<file path="src/rtl/ula_pkg.sv">
// ula_pkg: shared definitions for the ULA datapath and its memory controller.
// Holds the ULA opcode encoding, the default datapath width and the state
// encoding used by controlador_memoria_ula.
package ula_pkg;

   localparam int unsigned LARGURA_PADRAO = 8;

   // ULA opcode encoding
   localparam logic [2:0] OP_SOMA      = 3'b000;
   localparam logic [2:0] OP_SUBTRACAO = 3'b001;
   localparam logic [2:0] OP_AND       = 3'b010;
   localparam logic [2:0] OP_OR        = 3'b011;
   localparam logic [2:0] OP_XOR       = 3'b100;
   localparam logic [2:0] OP_MULT      = 3'b101;
   localparam logic [2:0] OP_DIV       = 3'b110;
   localparam logic [2:0] OP_PASSA_A   = 3'b111;

   // controlador_memoria_ula states
   typedef enum logic [1:0] {
      OCIOSO  = 2'b00,
      EXECUTA = 2'b01,
      GRAVA   = 2'b10,
      LIMPA   = 2'b11
   } estado_t;

endpackage

</file>
<file path="src/rtl/contador_latencia.sv">
// contador_latencia: loadable down-counter with a zero flag.
// Ports:
//   clk, rst     clock and synchronous active-high reset
//   carga        load valor into the counter (has priority over decrementar)
//   valor        load value
//   decrementar  count down by one; the counter saturates at zero
//   zero         high while the count is zero
module contador_latencia #(
   parameter int unsigned LARGURA_CONT = 4
) (
   input  logic                    clk,
   input  logic                    rst,
   input  logic                    carga,
   input  logic [LARGURA_CONT-1:0] valor,
   input  logic                    decrementar,
   output logic                    zero
);

   logic [LARGURA_CONT-1:0] contagem_q;

   always_ff @(posedge clk) begin
      if (rst) begin
         contagem_q <= '0;
      end else if (carga) begin
         contagem_q <= valor;
      end else if (decrementar && (contagem_q != '0)) begin
         contagem_q <= contagem_q - 1'b1;
      end
   end

   assign zero = (contagem_q == '0);

endmodule

</file>
<file path="src/rtl/controlador_memoria_ula.sv">
// controlador_memoria_ula: sequences one ULA operation at a time and writes
// the result (or zero on a clear request) into the memory register.
// Optional feature macro: CONTROLADOR_PROTEGE_ERRO_EN -- when defined, the
// captured erro_ula is reported on erro and suppresses the memory write.
// Ports:
//   clk, rst                 clock, synchronous active-high reset
//   iniciar, limpar_memoria  operation / clear requests (sampled when idle)
//   usar_memoria             operand A comes from valor_memoria
//   operando_a, operando_b   user operands; opcode: ULA operation
//   valor_memoria            memory register output
//   resultado_ula, erro_ula  ULA result and error flag
//   ula_a, ula_b, ula_op     registered ULA operands and opcode
//   carregar                 one-cycle load pulse to the memory register
//   resultado_entrada        value to be loaded
//   ocupado, concluido, erro busy level, completion pulse, error status
module controlador_memoria_ula
   import ula_pkg::*;
#(
   parameter int unsigned LARGURA      = LARGURA_PADRAO,
   parameter int unsigned LATENCIA_ULA = 1
) (
   input  logic               clk,
   input  logic               rst,
   input  logic               iniciar,
   input  logic               limpar_memoria,
   input  logic               usar_memoria,
   input  logic [LARGURA-1:0] operando_a,
   input  logic [LARGURA-1:0] operando_b,
   input  logic [2:0]         opcode,
   input  logic [LARGURA-1:0] valor_memoria,
   input  logic [LARGURA-1:0] resultado_ula,
   input  logic               erro_ula,
   output logic [LARGURA-1:0] ula_a,
   output logic [LARGURA-1:0] ula_b,
   output logic [2:0]         ula_op,
   output logic               carregar,
   output logic [LARGURA-1:0] resultado_entrada,
   output logic               ocupado,
   output logic               concluido,
   output logic               erro
);

   localparam logic [3:0] CARGA_CONTADOR = 4'(LATENCIA_ULA - 1);

   estado_t estado_q, estado_d;
   logic    aceita_op;
   logic    aceita_limpa;
   logic    contador_zero;
   logic    erro_capturado;

`ifdef CONTROLADOR_PROTEGE_ERRO_EN
   assign erro_capturado = erro_ula;
`else
   logic unused_erro_ula;
   assign unused_erro_ula = erro_ula;
   assign erro_capturado  = 1'b0;
`endif

   contador_latencia #(
      .LARGURA_CONT (4)
   ) u_contador (
      .clk         (clk),
      .rst         (rst),
      .carga       (aceita_op),
      .valor       (CARGA_CONTADOR),
      .decrementar (estado_q == EXECUTA),
      .zero        (contador_zero)
   );

   always_comb begin
      estado_d     = estado_q;
      aceita_op    = 1'b0;
      aceita_limpa = 1'b0;
      carregar     = 1'b0;
      concluido    = 1'b0;
      unique case (estado_q)
         OCIOSO: begin
            // Clear wins; a simultaneous iniciar is dropped, not queued.
            if (limpar_memoria) begin
               aceita_limpa = 1'b1;
               estado_d     = LIMPA;
            end else if (iniciar) begin
               aceita_op = 1'b1;
               estado_d  = EXECUTA;
            end
         end
         EXECUTA: begin
            if (contador_zero) estado_d = GRAVA;
         end
         GRAVA: begin
            carregar  = !erro;
            concluido = 1'b1;
            estado_d  = OCIOSO;
         end
         LIMPA: begin
            carregar  = 1'b1;
            concluido = 1'b1;
            estado_d  = OCIOSO;
         end
         default: estado_d = OCIOSO;
      endcase
   end

   assign ocupado = (estado_q != OCIOSO);

   always_ff @(posedge clk) begin
      if (rst) begin
         estado_q          <= OCIOSO;
         ula_a             <= '0;
         ula_b             <= '0;
         ula_op            <= '0;
         resultado_entrada <= '0;
         erro              <= 1'b0;
      end else begin
         estado_q <= estado_d;
         if (aceita_op) begin
            ula_a  <= usar_memoria ? valor_memoria : operando_a;
            ula_b  <= operando_b;
            ula_op <= opcode;
            erro   <= 1'b0;
         end
         // Zero is staged at acceptance so it is on the bus during LIMPA.
         if (aceita_limpa) begin
            resultado_entrada <= '0;
            erro              <= 1'b0;
         end
         if ((estado_q == EXECUTA) && contador_zero) begin
            resultado_entrada <= resultado_ula;
            erro              <= erro_capturado;
         end
      end
   end

endmodule

</file>
<file path="config.mk">
export PLATFORM = sky130hd
export DESIGN_NAME = controlador_memoria_ula
export DESIGN_NICKNAME = d
export VERILOG_FILES = /design/src/rtl/ula_pkg.sv /design/src/rtl/contador_latencia.sv /design/src/rtl/controlador_memoria_ula.sv
export SDC_FILE = /design/constraint.sdc
export NUM_CORES = 1
export LEC_CHECK = 0
export BUFFER_PORTS_ARGS = -buffer_cell sky130_fd_sc_hd__clkbuf_2
export CORE_ASPECT_RATIO = 0.75
export CORE_MARGIN = 10
export CORE_UTILIZATION = 44
export DETAILED_ROUTE_END_ITERATION = 16
export GPL_TIMING_DRIVEN = 0
export HOLD_SLACK_MARGIN = 0.1
export PLACE_DENSITY = 0.77
export SLEW_MARGIN = 20
export SYNTH_ARGS = -nofsm -noshare
export SYNTH_HDL_FRONTEND = slang
export SYNTH_SLANG_ARGS = --single-unit
</file>
<file path="constraint.sdc">
create_clock -name clk -period 2.3 [get_ports clk]
set_clock_uncertainty 0.15 [all_clocks]
set_input_delay 0.23 -clock clk [delete_from_list [all_inputs] [get_ports clk]]
set_output_delay 0.23 -clock clk [all_outputs]
set_load 0.03 [all_outputs]
</file>
Word-level counts from Yosys, hierarchy flattened
Cells that the tools add are included.
Word-level totals
  memory bits (writable): 0
  register bits: 33
  logic and storage cells: 35
  ROM bits: 0
  latch bits: 0
  memories: 0
Operators by class
  multiply operators: 0
  bitwise gates (word level): 0
  add/subtract/negate cells: 1
  mux-type cells: 13
  equal/unequal tests: 5
  $lt $le $gt $ge: 0
  divide/modulo/power cells: 0
  reduce and logical (&&, ||, !) cells: 10
  shift operators: 0
Operator list (count)
  8-bit 2-to-1 mux: 3
  1-bit 2-to-1 mux: 6
  2-bit 2-to-1 mux: 3
  2-bit case mux with 3 select lines: 1
  2-bit == test (second input constant): 2
  4-bit logical NOT: 1
  2-bit nonzero test: 2
  4-bit nonzero test: 1
  2-bit OR reduction: 2
  4-bit by 1-bit subtractor with 4-bit output (second input constant): 1
  3-bit inequality test (second input constant): 1
  2-bit by 1-bit == test with 1-bit output (second input constant): 1
  1-bit logical AND: 2
  2-bit logical NOT: 1
  2-bit inequality test (second input constant): 1
  2-bit AND reduction: 1

Depth between registers and ports, before layout
Gate-level depths: netlist of the first run.
  depth in word-level cells: 4
  depth in mapped cells: 6
  gate-level depth less buffers: 5

Modules after synthesis
Synthesis of the first run repeated with hierarchy kept, for this count alone.
Second synthesis, totals
  cells, all modules: 145
  area total of the unflattened synthesis: 1456.4 um^2
Modules (own cells, without submodules)
  controlador_memoria_ula: instances 1, area an instance 1193.6 um^2, seq. area each 580.6 um^2, cells each 116
  contador_latencia: instances 1, area an instance 262.8 um^2, seq. area each 80.1 um^2, cells each 29

Worst setup path before layout of the first run
OpenSTA, ideal clock, no wires.
  path kind: reg2reg
  start point: register u_contador.contagem_q[0]
  end point: register resultado_entrada[1]
  data arrival time: 1.467 ns
  setup time: 0.116 ns
  period minus slack after synthesis: 1.733 ns
  buffers on the path: 1
  setup slack: 0.567 ns
  cell stages (with the launch flop): 7
  required time: 2.034 ns
  cells stage by stage: dfxtp_1 -> inv_1 -> ha_1 -> or3b_4 -> or2_0 -> buf_2 -> a31o_1
On the way
  word-level cells in the longest chain between the ends: 3
Ends and longest elaborated chain
  from (decl): line contador_latencia.sv:19  | logic [LARGURA_CONT-1:0] contagem_q;
  from (signal assigned): line contador_latencia.sv:25  | contagem_q <= valor;
  from (signal assigned): line contador_latencia.sv:27  | contagem_q <= contagem_q - 1'b1;
  4-bit logical NOT (*): line contador_latencia.sv:31  | assign zero = (contagem_q == '0);
  1-bit logical AND (*): line controlador_memoria_ula.sv:127  | if ((estado_q == EXECUTA) && contador_zero) begin
  8-bit 2-to-1 mux / 2-bit nonzero test (equally long branches)
  to (signal assigned): line controlador_memoria_ula.sv:128  | resultado_entrada <= resultado_ula;
  to (decl): line controlador_memoria_ula.sv:37  | output logic [LARGURA-1:0] resultado_entrada,
Mark *: on every way between the ends. The rest lies on a longest branch, timed or not.
A chain may end at the register's enable or synchronous reset.

Worst setup path in the final report of the first run
Ends and elaborated chain as after synthesis.

==> flow_summary.json, run 1 <==
{
  "routabilityCongestion": 0.767,
  "cts_tree": "done",
  "mappedNetlistArea_sq_um": 1400,
  "synth_xor_area_share_pct": 0,
  "status": "finished, final reports clean",
  "intPower_uw": 919,
  "drt_wl_total_mm": 4.04,
  "drive_above_1_share_pct": 36.4,
  "syn_avg_cell_area_sq_um": 9.24,
  "fin_tns_setup_ns": 0,
  "cp_max_fo": 10,
  "synth_nets": 194,
  "num-fill-cells": 258,
  "clkTransAtPathRegs_ns": 0.06,
  "grt-ovfl-total": 0,
  "root_buffer": "clkbuf_8",
  "fmax_mhz": 525,
  "core-area_sq_um": 3000,
  "tightestPinTransition_ns": 0.641,
  "worstPathCellList": "inv_1 -> ha_1 -> or3b_4 -> buf_2 -> nor4b_1 -> a31o_1",
  "period_needed_ns": 1.91,
  "grt_pass1_wl_mm": 6.33,
  "first_global_vias": 1299,
  "synth_top_family_by_area": "simple AND/OR/NAND/NOR gates",
  "numClockSinks": 33,
  "setup_viol": 0,
  "yosys_warnings": 0,
  "synth-async-reset-ratio_pct": 0,
  "synth_compound_area_share_pct": 18.1,
  "ant_nets": 0,
  "finalMaxSlewViolations": 0,
  "hpwl_mm": 3.04,
  "seq_area_frac_synth_pct": 47.1,
  "num_rows": 17,
  "hold_class": "input pin to register",
  "die_h_um": 68.9,
  "clock_latency_ns": 0.28,
  "synth-edff-count": 0,
  "antenna_cells": 0,
  "io_pins": 72,
  "drtIter0Drc": 62,
  "pwr-share-comb_pct": 20.8,
  "die-area_sq_um": 5870,
  "grt_max_degree": 11,
  "slowest_delay_ns": 0.43,
  "p_seq_share_pct": 48.0,
  "cts_buffer_depth": 2,
  "ys_types": 33,
  "dp_slack_ns": 0.435,
  "die_w_um": 85.2,
  "pwr-share-clk_pct": 31.2,
  "ys.flop_type": "dfxtp_1",
  "critPathTopFamily": "simple AND/OR/NAND/NOR gates",
  "critPathBufInv": 2,
  "p_leak_nw": 0.910,
  "p_switching_uw": 382,
  "regArea_sq_um": 661,
  "synth.mux.area_fraction_pct": 5.70,
  "htree_levels": 2,
  "final_nets": 280,
  "setup_ws_ns": 0.394,
  "hold_viol_final": 0,
  "ir_worst_vdd_mv": 0.607,
  "worst_ep_arrival_time_ns": 1.98,
  "initial_utilization_pct": 46.8,
  "post_cts_buffers": 0,
  "postLayoutCoreUtil_pct": 66.2,
  "netlist_instances": 152,
  "cts_made_buffers": 5,
  "period_share_pct": 82.9,
  "rsz0062_at_grt": "false",
  "multi_input_area_sq_um": 648,
  "maxSlewHeadroom_pct": 57.2,
  "yosys.area_share.simple_pct": 21.2,
  "synth_fa_ha_area_share_pct": 0.891,
  "grt_util_all_layers_pct": 13.5,
  "power_density_nw_per_um2": 655,
  "ys_ff_latch": 33,
  "slowest_stage": "or3b_4",
  "vias_per_cell": 5.07,
  "drv_cap": 0,
  "antenna_found_initial": 0,
  "whs_ns": 0.120,
  "drc": 0,
  "switching_share_pct": 29.4,
  "wire_per_inst_um": 14.6,
  "area_delta_synth_final_pct": 41.4,
  "num_vias": 1405,
  "port_buffers": 68,
  "endpoint_kind": "register",
  "firstDrtPassIters": 4,
  "worstSetupStartpointType": "register",
  "worstPathRequired_ns": 2.37,
  "worstSetupPathType": "register to register"
}
[path summary, 6_finish.rpt]
kind / end / depth (start not counted) / start / slack (ns)
setup / recovery: resultado_entrada[1] / 6 / u_contador.contagem_q[0] / 0.39
hold / removal: ula_a[7] / 3 / operando_a[7] / 0.12
setup reg to reg: resultado_entrada[1] / 6 / u_contador.contagem_q[0] / 0.39
hold reg to reg: ula_b[5] / 2 / ula_b[5] / 0.31
[area by class of cell]
| class | instances | share of cell area, % |
|---|---|---|
| sequential | 33 | 33.3 |
| multi-input combinational | 101 | 32.7 |
| timing repair buffer | 79 | 22.7 |
| buffer | 13 | 3.85 |
| clock buffer | 6 | 3.66 |
| tap | 38 | 2.40 |
| inverter | 5 | 0.946 |
| clock inverter | 2 | 0.504 |
[cells in the final DEF, fill, tap and decap left out, types with 2 or more instances in the layout]
cell / Yosys / final
a211oi_1: 8 / 8
a21oi_1: 16 / 16
a31o_1: 8 / 8
buf_2: 4 / 4
buf_4: 2 / 2
buf_6: 2 / 2
clkbuf_1: 4 / 5
clkbuf_2: 0 / 68
clkbuf_8: 0 / 5
clkinv_2: 0 / 2
dfxtp_1: 33 / 33
dlygate4sd3_1: 0 / 11
inv_1: 5 / 5
mux2i_1: 8 / 8
nand2_1: 23 / 23
nand2b_1: 2 / 2
nor2_1: 9 / 9
nor4b_1: 7 / 7
o21ai_0: 3 / 3
[what timing repair did]
| item | 4_1_cts | 5_1_grt |
|---|---|---|
| endpoints found under the hold margin | 11 | 0 |
| hold buffers | 11 | 0 |
| gates resized for setup | 0 | 0 |
[power groups by stage]
stage,Clock (mW),Sequential [mW],Combinational [mW]
global route,0.449,0.628,0.292
floorplan,0,0.690,0.110
detailed placement,0,0.636,0.256
CTS,0.419,0.624,0.272
finish,0.406,0.624,0.271
global placement,0,0.635,0.254
[cells in the mapped netlist, types with 2 or more instances]
cell type  count  area share, %
mux2i_1        8            5.7
o21ai_0        3            1.1
a211oi_1       8            4.3
nor4b_1        7            4.4
buf_6          2            1.6
nand2_1       23            6.1
buf_4          2            1.1
a31o_1         8            5.0
buf_2          4            1.4
a21oi_1       16            5.7
clkbuf_1       4            1.1
nor2_1         9            2.4
dfxtp_1       33             47
inv_1          5            1.3
nand2b_1       2           0.89
[registers in the layout, indices dropped and copies added, names as in the netlist]
register,count
estado_q,2
ula_a,8
resultado_entrada,8
ula_op,3
ula_b,8
u_contador.contagem_q,4
[metal layers]
| layer | track usage [%] | vias to the layer above | wire [um] |
|---|---|---|---|
| met5 | 0 | - | 0 |
| met4 | 4.92 | 0 | 22 |
| met3 | 6.44 | 5 | 305 |
| met2 | 22.4 | 37 | 2010 |
| met1 | 14.9 | 657 | 1710 |
| li1 | - | 706 | - |
[worst min-delay path, delay by kind of cell]
| kind | cells | cell delay (ns) |
|---|---|---|
| compound gates | 1 | 0.08 |
| mux | 1 | 0.11 |
| buf+inv | 1 | 0.08 |
[stage by stage]
step                instance area, sq um  total power, mW  instances
finish                              1980             1.30        277
global route                        1980             1.37        277
CTS                                 1980             1.31        277
detailed placement                  1790            0.892        258
global placement                    1790            0.888        258
floorplan                           1400            0.801        152
[kinds of logic after synthesis]
| logic type | count (synthesis) |
|---|---|
| other | 1 |
| muxes | 8 |
| adders and majority gates | 1 |
| buffers and inverters | 18 |
| and+or+nand+nor | 53 |
| AOI/OAI and AO/OA | 38 |
| DFF | 33 |
No activity file was read; power rests on OpenSTA's default activity.
==> inputs of run 2 (changes only) <==
- CORE_UTILIZATION: 44 -> 40
- PLACE_DENSITY: 0.77 -> 0.74
- clock period: 2.3 -> 1.75 ns (I/O delays scaled with it)
==> flow_summary.json, run 2 (synthesis gave the netlist of run 1 again) <==
{
  "area_delta_synth_final_pct": 63.2,
  "slowest_delay_ns": 0.39,
  "num_vias": 1474,
  "cts_tree": "done",
  "top_regs": "resultado_entrada: 8 flops, ula_a: 8 flops, ula_b: 8 flops",
  "whs_ns": 0.108,
  "p_total_mw": 1.97,
  "critical_path_depth": 6,
  "regArea_sq_um": 663,
  "drt_wl_total_mm": 4.74,
  "clock_latency_ns": 0.29,
  "hold_class": "input pin to register",
  "ir_worst_vdd_mv": 0.530,
  "r2r-end": "resultado_entrada[6]",
  "worstSetupPathType": "register to register",
  "grt_pass1_wl_mm": 7.47,
  "worstSetupStartpointType": "register",
  "tightestPinTransition_ns": 0.665,
  "htree_levels": 2,
  "period_share_pct": 100,
  "multi_input_area_sq_um": 688,
  "port_buffers": 68,
  "grtUsageMet2_pct": 25.5,
  "firstDrtPassIters": 4,
  "ant_nets": 0,
  "io_pins": 72,
  "drc": 0,
  "setup_ws_ns": -0.00380,
  "maxSlewHeadroom_pct": 55.6,
  "violations": "negative setup slack",
  "grt-ovfl-total": 0,
  "antenna_found_initial": 0,
  "die-area_sq_um": 6300,
  "layout_common_cells": "clkbuf_2 (68), dfxtp_1 (31), dlygate4sd3_1 (29), nand2_1 (23), a21oi_1 (16)",
  "worst_ep_arrival_time_ns": 1.84,
  "worstSetupStartpoint": "u_contador.contagem_q[1]",
  "hpwl_mm": 3.03,
  "postLayoutCoreUtil_pct": 68.7,
  "cp_max_fo": 10,
  "critPathBufInv": 2,
  "fmax_mhz": 570,
  "clkTransAtPathRegs_ns": 0.07,
  "hold_viol_final": 0,
  "num-fill-cells": 275,
  "ff2ff_path_depth": 6,
  "antenna_cells": 0,
  "ff2ff_setup_slack_ns": -0.004,
  "numClockSinks": 33,
  "finalMaxSlewViolations": 0,
  "wire_per_inst_um": 15.7,
  "routabilityCongestion": 0.849,
  "drive_above_1_share_pct": 39.2,
  "drv_cap": 0,
  "p_leak_nw": 1.04,
  "critPathCapture": "resultado_entrada[6]",
  "worstPathRequired_ns": 1.83,
  "grtUsageMet3_pct": 6.78,
  "vias_per_cell": 4.86,
  "grt_util_all_layers_pct": 15.3,
  "period_needed_ns": 1.75,
  "min_from": "resultado_ula[7]",
  "rsz0062_at_grt": "true",
  "use_met1_pct": 16.5,
  "endpoint_kind": "register",
  "drtIter0Drc": 44,
  "slowest_stage": "or3b_4",
  "cts_buffer_depth": 2,
  "setup_viol": 1,
  "status": "finished, violations left",
  "timing.rr.start": "u_contador.contagem_q[1]",
  "final_common_cell": "clkbuf_2",
  "first_global_vias": 1463,
  "die_h_um": 71.3,
  "top_usage_layer": "met2",
  "cts_made_buffers": 5,
  "root_buffer": "clkbuf_8",
  "core-area_sq_um": 3330,
  "final_nets": 304,
  "num_rows": 18,
  "critPathTopFamily": "simple AND/OR/NAND/NOR gates",
  "worstPathCellList": "inv_2 -> ha_4 -> or3b_4 -> buf_2 -> nor4b_1 -> a31o_1",
  "die_w_um": 88.4,
  "grt_max_degree": 11,
  "power_density_nw_per_um2": 859,
  "initial_utilization_pct": 42.1
}
==> run 2: worst min-delay path by stage <==
stage / depth (start not counted) / end / slack [ns]
6_report: 4 / resultado_entrada[7] / 0.11
5_1_grt: 3 / resultado_entrada[0] / 0.13
4_1_cts: 4 / resultado_entrada[7] / 0.11
3_5_place_dp: 3 / ula_b[5] / 0.26
3_3_place_gp: 3 / ula_b[3] / 0.25
2_1_floorplan: 2 / ula_b[0] / 0.16
==> run 2: where the power goes <==
part           internal [mW]  total [mW]  switching, mW
combinational          0.180       0.412          0.232
sequential             0.793       0.819         0.0268
clock                  0.464       0.736          0.272
==> run 2: routing by layer <==
layer / up-vias / part of all wire [%]
met5: - / 0
met4: 0 / 1.5
met3: 6 / 8.2
met2: 45 / 49
met1: 666 / 41
li1: 757 / -
==> run 2: metrics by stage <==
step	area (sq um)	cells	worst slack, ns	TNS (ns)
after floorplan	1400	152	0.0171	0
after global placement	1790	260	-0.0863	-0.660
after detailed placement	1790	260	-0.123	-0.986
after CTS	2240	300	0.0118	0
after global routing	2290	303	-0.0790	-0.600
final	2290	303	-0.00380	-0.00380
==> run 2: cell type report <==
cell class	instances	area share, %
clock inverter	1	1.31
timing repair buffer	103	29.5
tap	40	2.18
multi-input combinational	101	30.0
sequential	33	28.9
clock buffer	7	3.77
inverter	5	0.819
buffer	13	3.44
==> run 2: repair_timing <==
action                                  CTS  global route
endpoints found under the setup margin   10            19
hold buffers                             29             0
endpoints found under the hold margin    21             0
resized for setup                         6             6
setup buffers                             3             3
pin swaps                                 1            10
==> run 2: worst reg2reg max path: stages (launching register included) <==
cell     delay, ns
dfxtp_2       0.33
inv_2         0.07
ha_4          0.13
or3b_4        0.39
buf_2         0.21
nor4b_1       0.29
a31o_1        0.13
==> inputs of run 3 (changes only) <==
- PLACE_DENSITY: 0.74 -> 0.73
- SYNTH_HIERARCHICAL: unset -> 1
==> flow_summary.json, run 3 <==
{
  "status": "finished, violations left",
  "violations": "negative setup slack",
  "grtUsageMet2_pct": 22.9,
  "grt-ovfl-total": 0,
  "vias_per_cell": 4.66,
  "setup_ws_ns": -0.0516,
  "grtUsageMet3_pct": 5.13,
  "period_needed_ns": 1.80,
  "top_regs": "resultado_entrada: 8 flops, ula_a: 8 flops, ula_b: 8 flops",
  "rsz0062_at_grt": "true",
  "worstPathCellList": "inv_2 -> ha_4 -> or3b_4 -> inv_4 -> mux2i_4 -> o21ba_4 -> a22o_1",
  "synth-async-reset-ratio_pct": 0,
  "synth-edff-count": 0,
  "hold_viol_final": 0,
  "antenna_cells": 0,
  "wire_per_inst_um": 14.3,
  "tightestPinTransition_ns": 0.691,
  "io_pins": 72,
  "initial_utilization_pct": 42.8,
  "syn_avg_cell_area_sq_um": 10.0,
  "numClockSinks": 33,
  "drv_cap": 0,
  "period_share_pct": 103,
  "worstSetupStartpointType": "register",
  "hold_class": "input pin to register",
  "netlist_instances": 145,
  "die-area_sq_um": 6480,
  "layout_common_cells": "clkbuf_2 (68), dfxtp_1 (29), nand2_1 (24), dlygate4sd3_1 (23), buf_4 (14)",
  "power_density_nw_per_um2": 936,
  "dp_slack_ns": -0.211,
  "grt_pass1_wl_mm": 7.02,
  "ff2ff_setup_slack_ns": -0.05,
  "endpoint_kind": "register",
  "die_h_um": 72.3,
  "top_usage_layer": "met2",
  "antenna_found_initial": 0,
  "root_buffer": "clkbuf_8",
  "final_common_cell": "clkbuf_2",
  "final_nets": 301,
  "synth_top_area_share_pct": 45.4,
  "first_global_vias": 1479,
  "cp_max_fo": 8,
  "critPathCapture": "resultado_entrada[5]",
  "routabilityCongestion": 0.673,
  "ys_ff_latch": 33,
  "synthTopCellsByCount": "dfxtp_1 (33), nand2_1 (25), nor2_1 (14)",
  "cts_tree": "done",
  "synth_area_leaders": "dfxtp_1 (45%), mux2i_1 (6.9%), nand2_1 (6.4%)",
  "p_total_mw": 2.22,
  "ys.flop_type": "dfxtp_1",
  "p_leak_nw": 1.05,
  "yosys_warnings": 6,
  "worst_ep_arrival_time_ns": 1.82,
  "die_w_um": 89.7,
  "r2r-end": "resultado_entrada[5]",
  "placed_cell_area_sq_um": 1900,
  "worstSetupPathType": "register to register",
  "mappedNetlistArea_sq_um": 1460,
  "worstPathRequired_ns": 1.77,
  "fmax_mhz": 555,
  "timing.rr.start": "u_contador/contagem_q[1]",
  "cts_made_buffers": 5,
  "port_buffers": 68,
  "drtIter0Drc": 89,
  "num_vias": 1446,
  "slowest_stage": "or3b_4",
  "clock_latency_ns": 0.28,
  "drive_above_1_share_pct": 51.5,
  "regArea_sq_um": 671,
  "postLayoutCoreUtil_pct": 69.9,
  "grt_max_degree": 12,
  "finalMaxSlewViolations": 0,
  "num-fill-cells": 254,
  "seq_area_frac_synth_pct": 45.4,
  "hpwl_mm": 2.89,
  "cts_buffer_depth": 2,
  "multi_input_area_sq_um": 778,
  "core-area_sq_um": 3400,
  "yosys.area.top_type": "dfxtp_1",
  "slowest_delay_ns": 0.41,
  "htree_levels": 2,
  "ys_types": 34,
  "use_met1_pct": 15.5,
  "final_area_sq_um": 2380,
  "drc": 0,
  "ant_nets": 0,
  "drt_wl_total_mm": 4.44,
  "synth.most_common_cell": "dfxtp_1",
  "ir_worst_vdd_mv": 0.545,
  "worstSetupStartpoint": "u_contador/contagem_q[1]",
  "setup_viol": 9,
  "num_rows": 18,
  "firstDrtPassIters": 4,
  "maxSlewHeadroom_pct": 53.9,
  "grt_util_all_layers_pct": 13.7,
  "ff2ff_path_depth": 7,
  "clkTransAtPathRegs_ns": 0.07,
  "area_delta_synth_final_pct": 63.1
}
run 3: worst min-delay path by stage:
stage | from | end | slack, ns | depth (start not counted)
5_1_grt | operando_a[2] | ula_a[2] | 0.12 | 3
4_1_cts | operando_a[4] | ula_a[4] | 0.10 | 3
2_1_floorplan | rst | u_contador/contagem_q[0] | 0.1 | 1
6_report | operando_a[4] | ula_a[4] | 0.1 | 3
3_5_place_dp | resultado_ula[4] | resultado_entrada[4] | 0.25 | 2
3_3_place_gp | resultado_ula[7] | resultado_entrada[7] | 0.24 | 2
run 3: logic make-up (layout without fill, tap and decap cells):
kind of cell | count (synthesis) | count (layout) | share of synthesized area (%)
AND/OR/NAND/NOR | 50 | 50 | 16.1
buffers and inverters | 15 | 126 | 6.70
other | 1 | 5 | 0.257
flip-flops | 33 | 33 | 45.4
multiplexers | 10 | 10 | 6.87
AO/OA/AOI/OAI | 35 | 35 | 23.9
adder cells (fa/ha/maj) | 1 | 1 | 0.859
run 3: final cells by class:
| type | instances | share of cell area, % |
|---|---|---|
| plain buffers | 7 | 2.11 |
| flip-flops and latches | 33 | 28.2 |
| clock inverters | 2 | 0.421 |
| clock buffers | 6 | 3.05 |
| multi-input cells | 101 | 32.8 |
| repair buffers | 106 | 29.4 |
| inverters | 5 | 1.42 |
| well taps | 50 | 2.63 |
run 3: per-layer routing:
metal / part of all wire, % / wire length, um
met1: 41 / 1800
met2: 48 / 2150
met3: 9.1 / 402
met4: 1.9 / 85
met5: 0 / 0
run 3: critical path, delay by kind of cell, from the launching register on:
family / cells / cell delay (ns)
fa+ha+maj: 1 / 0.13
simple gates: 1 / 0.41
flops: 1 / 0.33
buf+inv: 2 / 0.15
mux: 1 / 0.07
compound gates: 2 / 0.45
run 3: per-stage QoR:
step	hold WS [ns]	cells	TNS, ns
after floorplan	0.0971	149	-0.768
after global placement	0.241	267	-1.79
after detailed placement	0.251	267	-1.94
after CTS	0.100	310	-0.00128
after global routing	0.116	310	-0.726
final	0.0998	310	-0.244
run 3: power by group:
part / total, mW / internal, mW / switching [mW]
clock: 0.542 / 0.275 / 0.267
sequential: 0.882 / 0.829 / 0.0526
combinational: 0.800 / 0.365 / 0.436
total: 2.22 / 1.47 / 0.755
run 3: what timing repair did:
action	4_1_cts	5_1_grt
buffers inserted	13	2
endpoints found under the setup margin	12	22
resized for setup	11	9
endpoints found under the hold margin	22	0
pin swaps	4	9
hold buffers	23	0
